--- src/rtl/fnd_pkg.sv ---
`default_nettype none
// ============================================================================
// Module      : fnd_pkg
// Description : Shared state encodings and BCD digit constants for the FND
//               stopwatch controller.
// Revision    : 1.0 - initial release
// ============================================================================
package fnd_pkg;

    localparam int DIGIT_W = 4;

    typedef logic [DIGIT_W-1:0] digit_t;

    localparam digit_t BCD_MAX = 4'd9;

    typedef enum logic [1:0] {
        ST_IDLE  = 2'd0,
        ST_RUN   = 2'd1,
        ST_PAUSE = 2'd2
    } state_t;

endpackage
`default_nettype wire

--- src/rtl/btn_debounce.sv ---
`default_nettype none
// ============================================================================
// Module      : btn_debounce
// Description : 2-flop synchronizer, stability-count debouncer and one-cycle
//               rising-edge press pulse for a raw push-button.
// Revision    : 1.0 - initial release
// ============================================================================
module btn_debounce #(
    parameter int DB_CYCLES = 1_000_000
) (
    input  logic i_clk,
    input  logic i_reset,
    input  logic i_btn,
    output logic o_level,
    output logic o_press
);

    localparam int CW = (DB_CYCLES > 1) ? $clog2(DB_CYCLES) : 1;
    localparam logic [CW-1:0] CNT_LAST = CW'(DB_CYCLES - 1);

    logic          r_sync1;
    logic          r_sync2;
    logic          r_level;
    logic          r_level_d;
    logic          r_press;
    logic [CW-1:0] r_cnt;

    always_ff @(posedge i_clk or negedge i_reset) begin
        if (!i_reset) begin
            r_sync1   <= 1'b0;
            r_sync2   <= 1'b0;
            r_level   <= 1'b0;
            r_level_d <= 1'b0;
            r_press   <= 1'b0;
            r_cnt     <= '0;
        end else begin
            r_sync1 <= i_btn;
            r_sync2 <= r_sync1;
            // The count only survives while the new level is held without a break.
            if (r_sync2 != r_level) begin
                if (r_cnt == CNT_LAST) begin
                    r_level <= r_sync2;
                    r_cnt   <= '0;
                end else begin
                    r_cnt <= r_cnt + CW'(1);
                end
            end else begin
                r_cnt <= '0;
            end
            r_level_d <= r_level;
            r_press   <= r_level & ~r_level_d;
        end
    end

    assign o_level = r_level;
    assign o_press = r_press;

endmodule
`default_nettype wire

--- src/rtl/fnd_stopwatch_ctrl.sv ---
`default_nettype none
// ============================================================================
// Module      : fnd_stopwatch_ctrl
// Description : Run/pause/clear stopwatch driving four BCD digits with an
//               up/down count stepped every TICK_DIV clock cycles.
// Revision    : 1.0 - initial release
// ============================================================================
module fnd_stopwatch_ctrl
    import fnd_pkg::*;
#(
    parameter int TICK_DIV  = 10_000_000,
    parameter int DB_CYCLES = 1_000_000
) (
    input  logic         i_clk,
    input  logic         i_reset,
    input  logic         i_btn_run,
    input  logic         i_btn_clear,
    input  logic         i_dir,
    output logic [3:0]   o_four,
    output logic [3:0]   o_three,
    output logic [3:0]   o_two,
    output logic [3:0]   o_one,
    output logic         o_running,
    output logic         o_wrap
);

    localparam int TW = $clog2(TICK_DIV);
    localparam logic [TW-1:0] TICK_LAST = TW'(TICK_DIV - 1);

    logic             w_run_press;
    logic             w_clr_press;
    logic             w_run_level;
    logic             w_clr_level;
    logic             w_unused_levels;
    logic             r_dir_s1;
    logic             r_dir_s2;
    state_t           r_state;
    logic [TW-1:0]    r_tick;
    digit_t [3:0]     r_digits;
    digit_t [3:0]     w_next_digits;
    logic             w_step_wrap;
    logic             r_running;
    logic             r_wrap;

    btn_debounce #(.DB_CYCLES(DB_CYCLES)) u_run_db (
        .i_clk   (i_clk),
        .i_reset (i_reset),
        .i_btn   (i_btn_run),
        .o_level (w_run_level),
        .o_press (w_run_press)
    );

    btn_debounce #(.DB_CYCLES(DB_CYCLES)) u_clr_db (
        .i_clk   (i_clk),
        .i_reset (i_reset),
        .i_btn   (i_btn_clear),
        .o_level (w_clr_level),
        .o_press (w_clr_press)
    );

    assign w_unused_levels = w_run_level ^ w_clr_level;

    always_ff @(posedge i_clk or negedge i_reset) begin
        if (!i_reset) begin
            r_dir_s1 <= 1'b0;
            r_dir_s2 <= 1'b0;
        end else begin
            r_dir_s1 <= i_dir;
            r_dir_s2 <= r_dir_s1;
        end
    end

    // Ripple carry/borrow through the digits; a carry out of the top digit is a wrap.
    always_comb begin
        logic carry;
        carry         = 1'b1;
        w_next_digits = r_digits;
        for (int i = 0; i < 4; i++) begin
            if (carry) begin
                if (r_dir_s2) begin
                    if (r_digits[i] == digit_t'(0)) begin
                        w_next_digits[i] = BCD_MAX;
                    end else begin
                        w_next_digits[i] = r_digits[i] - digit_t'(1);
                        carry            = 1'b0;
                    end
                end else begin
                    if (r_digits[i] >= BCD_MAX) begin
                        w_next_digits[i] = digit_t'(0);
                    end else begin
                        w_next_digits[i] = r_digits[i] + digit_t'(1);
                        carry            = 1'b0;
                    end
                end
            end
        end
        w_step_wrap = carry;
    end

    always_ff @(posedge i_clk or negedge i_reset) begin
        if (!i_reset) begin
            r_state   <= ST_IDLE;
            r_tick    <= '0;
            r_digits  <= '0;
            r_running <= 1'b0;
            r_wrap    <= 1'b0;
        end else begin
            r_wrap <= 1'b0;
            if (w_clr_press) begin
                r_state   <= ST_IDLE;
                r_tick    <= '0;
                r_digits  <= '0;
                r_running <= 1'b0;
            end else begin
                case (r_state)
                    ST_IDLE: begin
                        r_tick <= '0;
                        if (w_run_press) begin
                            r_state   <= ST_RUN;
                            r_running <= 1'b1;
                        end
                    end
                    ST_RUN: begin
                        if (r_tick == TICK_LAST) begin
                            r_tick   <= '0;
                            r_digits <= w_next_digits;
                            r_wrap   <= w_step_wrap;
                        end else begin
                            r_tick <= r_tick + TW'(1);
                        end
                        if (w_run_press) begin
                            r_state   <= ST_PAUSE;
                            r_running <= 1'b0;
                        end
                    end
                    ST_PAUSE: begin
                        // Tick counter holds so the step phase resumes where it left off.
                        if (w_run_press) begin
                            r_state   <= ST_RUN;
                            r_running <= 1'b1;
                        end
                    end
                    default: begin
                        r_state   <= ST_IDLE;
                        r_tick    <= '0;
                        r_running <= 1'b0;
                    end
                endcase
            end
        end
    end

    assign o_four    = r_digits[3];
    assign o_three   = r_digits[2];
    assign o_two     = r_digits[1];
    assign o_one     = r_digits[0];
    assign o_running = r_running;
    assign o_wrap    = r_wrap;

endmodule
`default_nettype wire

--- config.mk ---
export PLATFORM = sky130hd
export DESIGN_NAME = fnd_stopwatch_ctrl
export DESIGN_NICKNAME = d
export VERILOG_FILES = /design/src/rtl/fnd_pkg.sv /design/src/rtl/btn_debounce.sv /design/src/rtl/fnd_stopwatch_ctrl.sv
export SDC_FILE = /design/constraint.sdc
export NUM_CORES = 1
export LEC_CHECK = 0
export CAP_MARGIN = 40
export CORE_ASPECT_RATIO = 1.5
export CORE_MARGIN = 4
export CORE_UTILIZATION = 30
export DETAILED_ROUTE_END_ITERATION = 10
export DONT_BUFFER_PORTS = 1
export PLACE_DENSITY = 0.46
export SLEW_MARGIN = 20
export SYNTH_ARGS = -nofsm -noshare
export SYNTH_HDL_FRONTEND = slang
export SYNTH_SLANG_ARGS = --single-unit
export TNS_END_PERCENT = 20
--- constraint.sdc ---
create_clock -name i_clk -period 2.8 [get_ports i_clk]
set_clock_uncertainty 0.15 [all_clocks]
set_input_delay 0.28 -clock i_clk [delete_from_list [all_inputs] [get_ports i_clk]]
set_output_delay 0.28 -clock i_clk [all_outputs]
set_load 0.01 [all_outputs]
Word-level counts from Yosys, hierarchy flattened
Index checks and enable logic that the tools add are counted.
W data, S select, Z words.

storage, ports and cells
  bits in latches = 0
  bits in writable memories = 0
  word-level logic and storage cells = 120
  memories kept = 0
  input port bits = 5
  ROM bits = 0
  bits in registers = 96
  output and inout bits = 18

cells by class
  multiply operators = 0
  shift-type cells = 0
  divide/modulo/power cells = 0
  multiplexer cells = 51
  bitwise gates (word level) = 4
  reduce and logical (&&, ||, !) cells = 18
  magnitude comparators = 4
  add/subtract/negate cells = 11
  equal/unequal tests = 10

operator list
  cell                     count
  $mux W20                 4
  $mux W4                  15
  $mux W16                 3
  $mux W24                 2
  $pmux W24 S2             1
  $add A20 B1 Y20 const B  2
  $eq A20 B20 Y1 const B   2
  $add A24 B1 Y24 const B  1
  $eq A24 B24 Y1 const B   1
  $mux W1                  21
  $add A4 B1 Y4 const B    4
  $ge A4 B4 Y1 const B     4
  $logic_not A4 Y1         4
  $sub A4 B1 Y4 const B    4
  $reduce_bool A2 Y1       5
  $reduce_and A3 Y1        3
  $reduce_and A2 Y1        4
  $mux W2                  3
  $ne A3 B1 Y1 const B     2
  $pmux W2 S2              1
  $and A1 B1 Y1            2
  $eq A2 B1 Y1 const B     1
  $eq A2 B2 Y1 const B     1
  $logic_not A2 Y1         1
  5 further kinds          7

Longest topological paths before layout
  depth after elaboration = 9
  depth in mapped cells = 8
  gate-level depth less buffers = 7

By module
Synthesis repeated with hierarchy kept, for this count alone.

second synthesis, totals
  cell total of the unflattened synthesis = 564
  area total of the unflattened synthesis = 5,412.7 um2

modules (own cells, without submodules)
  module              area each (um2)  cells each  seq. area each (um2)  times used
  fnd_stopwatch_ctrl  3,070.4          346         1,126.1               1
  btn_debounce        1,171.1          109         625.6                 2

Worst setup path before layout
No wires, ideal clock.

  path kind = flip-flop to flip-flop
  start point = register r_digits (netlist bit o_two[0])
  end point = register r_digits (netlist bit o_three[0])
  arrival time = 2,079 ps
  period minus slack after synthesis = 2,307 ps
  stages on the path, launching flop included = 8
  required time = 2,572 ps
  slack = 493 ps
  buffers on the path = 0
  setup time = 78 ps
  cells stage by stage = dfrtp_1 -> inv_1 -> ha_1 -> or3b_1 -> o32ai_4 -> nand4_4 -> or3_1 -> a21oi_1

between the ends
  longest elaborated chain between the ends = 6
  elaborated cells on any way between the ends = 8
  those cells by class = order compare (1); mux (4); reduce/logical (3)

ends and longest elaborated chain
  what                                                     line                                                source
  start: declaration                                       fnd_stopwatch_ctrl.sv:39                            digit_t [3:0] r_digits;
  start signal: assignment                                 fnd_stopwatch_ctrl.sv:126                           r_digits <= w_next_digits;
  $ge A4 B4 Y1 / $logic_not A4 Y1 (equally long branches)  fnd_stopwatch_ctrl.sv:88, fnd_stopwatch_ctrl.sv:81
  $mux W1 (on tied branches)                               fnd_stopwatch_ctrl.sv:88, fnd_stopwatch_ctrl.sv:81
  $mux W1 (*)                                              fnd_stopwatch_ctrl.sv:80                            if (r_dir_s2) begin
  $mux W1 (*)                                              fnd_stopwatch_ctrl.sv:79                            if (carry) begin
  $reduce_bool A2 Y1 (no source line) (*)                  n/a
  $reduce_and A3 Y1 (no source line) (*)                   n/a

Every way passes the cells marked *; elsewhere a longest branch is shown, timed or not.
A chain may end at the register's enable or synchronous reset.

Worst setup path after layout
  start point = register r_digits (netlist bit o_two[1])
  end point = register r_digits (netlist bit o_four[3])

between the ends
  longest elaborated chain between the ends = 7
  elaborated cells on any way between the ends = 9
  those cells by class = order compare (1); mux (5); reduce/logical (3)

ends and longest elaborated chain
  what                                                     line
  $ge A4 B4 Y1 / $logic_not A4 Y1 (equally long branches)  fnd_stopwatch_ctrl.sv:88, fnd_stopwatch_ctrl.sv:81
  $mux W1 (on tied branches)                               fnd_stopwatch_ctrl.sv:88, fnd_stopwatch_ctrl.sv:81
  $mux W1 (*)                                              fnd_stopwatch_ctrl.sv:80
  $mux W1 (*) (2 in a row)                                 fnd_stopwatch_ctrl.sv:79
  $reduce_bool A2 Y1 (no source line) (*)                  n/a
  $reduce_and A3 Y1 (no source line) (*)                   n/a

Marks and branches as above.

==> results.cfg <==
[synthesis]
synth_flop_cell = dfrtp_1
synthArstFlopShare = 1.00
synth_cell_types = 66
synth_largest_area_cell = dfrtp_1
synthCells = 552
yosys-top-cells-area = dfrtp_1 (45%), nor2_1 (6.0%), xnor2_1 (5.7%)
yosysWarnings = 0
synth-seq-area-share = 0.452
ys_ff_latch = 95
netlist_area_um2 = 5260
synth_top_area_share = 0.452
synthesis.nets = 573
avgSynthCellArea_um2 = 9.52
synth_edf_count = 0

[timing]
hold-worst-slack_ps = 200
fin_tns_setup_ps = 0
min_period_ps = 2510
tightest_slew_ps = 594
rsz0062_at_grt = no
hold_viol = 0
drv_slew = 0
layout_setup_ws_ps = 287
period_share = 0.898
setup_violations = 0
timing.fmax_ghz = 0.398
maxSlewHeadroom = 0.603

[run_status]
status = finished clean

[route]
via_per_inst = 5.10
ant_nets = 0
finalWirelength_um = 11800
first_iter_violations = 164
first_pass_iters = 4
num_vias = 4000
drc_errors = 0
post_drt_wl_per_cell_um = 15.0

[worst_setup_path]
cp-end-kind = flip-flop
critPathMaxFanout = 7
critPathRequiredTime_ps = 2880
worstPathArrival_ps = 2600
setup.worst_path.class = reg2reg
startpoint_type = flip-flop

[clocking]
cts_resized = 0
numCtsBuffers = 9
clockBufferDepth = 2
clk_pin_slew_ps = 70
cts.sinks = 95
cts_hold_buf = 5
cts_tree = done
htreeDepth = 3
clkLatencyLatePin_ps = 340
cts_root_buffer = clkbuf_16
cts_setup_buffers = 0

[die]
io-pin-count = 23
die_h_um = 170
rows = 59
die_w_um = 116
core_area_um2 = 17300
die_area_um2 = 19800
start_util = 0.304

[global_routing]
grt_max_degree = 96
grt-ovfl-total = 0
grt_usage = 0.127
grt_pass1_vias = 4142
grt_pass1_wl_um = 20100
grt_antenna_before_repair = 0

[layout]
n_antenna_cell = 0
postLayoutCoreUtil = 0.344
area_growth_pct = 13.1
fin_cells = 784
mostFrequentLayoutCells = dfrtp_1 (95), nor2_1 (84), nand2_1 (39), xnor2_1 (34), nand3_1 (32)
final_cell_area_um2 = 5950
drive_gt1_frac = 0.0841
nNetsFinal = 588
mostFrequentLayoutCell = dfrtp_1
fillers = 1794

[placed_design]
finalWeightedCongestion = 0.809
io_buffers = 0
place_area_um2 = 5560
dp_hpwl_um = 8350
place_inst = 764
post-place-ws_ps = 311

[pwr]
ir_worst_vdd_mv = 0.295
finalPower_mw = 2.82
power_leakage_nw = 2.48
powerDensity_nw_per_um2 = 474

[flow_run]
drv_cap = 0

[min_path]
hp-class = reg2reg
-- where the power goes --
part	switching, mW	internal (mW)
registers	0.0116	1.38
clock network	0.538	0.804
logic	0.0565	0.0240
-- cell usage after synthesis (2+ instances only) --
cell,n
dfrtp_1,95
nor2_1,84
nand2_1,39
xnor2_1,34
nand3_1,32
inv_1,28
xor2_1,21
ha_1,16
a21oi_1,15
nor3_1,15
nand4_1,13
and3_1,10
clkbuf_1,10
nor4_1,9
o21ai_0,9
nor2b_1,7
o211ai_1,7
and4_1,6
nand2b_1,6
a31oi_1,5
mux2i_1,5
nor3b_1,5
a211oi_1,4
nor4b_1,4
o21a_1,4
o21bai_1,4
a22oi_1,3
and4b_1,3
buf_4,3
mux2_2,3
o22ai_1,3
o41ai_1,3
or3_1,3
a311o_1,2
a311oi_1,2
and2_1,2
nand3b_1,2
nand4_4,2
nand4b_1,2
nor3_2,2
o211a_1,2
or2_2,2
or3b_2,2
or4_1,2
-- sequential cells by signal (all words and copies together), names as in the netlist, 4 cells and up --
| signal | flops |
|---|---|
| o_four | 4 |
| o_one | 4 |
| o_three | 4 |
| o_two | 4 |
| r_tick | 24 |
| u_clr_db.r_cnt | 20 |
| u_run_db.r_cnt | 20 |
-- logic make-up after synthesis --
| family | after synthesis | share of synthesized area |
|---|---|---|
| AOI/OAI and AO/OA | 74 | 0.101 |
| xor gates and xnor gates | 55 | 0.0916 |
| adders and majority gates | 16 | 0.0381 |
| buffers and inverters | 44 | 0.0338 |
| DFF | 95 | 0.452 |
| muxes | 8 | 0.0159 |
| and+or+nand+nor | 260 | 0.267 |
-- metal layers --
layer | wire length [µm] | vias to the layer above | global-route usage
met5 | 0 | - | 0
met4 | 265 | 0 | 0.0520
met3 | 384 | 17 | 0.0302
met2 | 6290 | 43 | 0.228
met1 | 4840 | 1971 | 0.143
li1 | - | 1969 | -
-- worst paths after layout --
path                                               end  slack, ps                  from  cells past startpoint
min in group asynchronous       o_three[0]$_DFFE_PN0P_        310               i_reset                      2
setup / recovery                 o_four[3]$_DFFE_PN0P_        290  o_two[1]$_DFFE_PN0P_                      7
max in group asynchronous  u_clr_db.r_cnt[2]$_DFF_PN0_       1700               i_reset                      2
setup reg to reg                 o_four[3]$_DFFE_PN0P_        290  o_two[1]$_DFFE_PN0P_                      7
hold reg to reg                     r_dir_s2$_DFF_PN0_        200    r_dir_s1$_DFF_PN0_                      0
hold / removal                      r_dir_s2$_DFF_PN0_        200    r_dir_s1$_DFF_PN0_                      0
-- worst max-delay path, stage by stage, from the launching register on --
cell and delay [ps]:
dfrtp_1 480, inv_1 130, ha_1 280, or3b_1 450, o32ai_4 300, and4_1 310, nand2_1 150, mux2i_1 160
-- area by class of cell --
| type | count | area (µm²) | area share |
|---|---|---|---|
| Multi-Input combinational cell | 413 | 2700 | 0.455 |
| Sequential cell | 95 | 2380 | 0.400 |
| Tap cell | 213 | 267 | 0.0448 |
| Clock buffer | 10 | 239 | 0.0402 |
| Timing Repair Buffer | 19 | 170 | 0.0286 |
| Inverter | 29 | 109 | 0.0183 |
| Clock inverter | 5 | 81.3 | 0.0137 |
No activity file was read; power rests on OpenSTA's default activity.
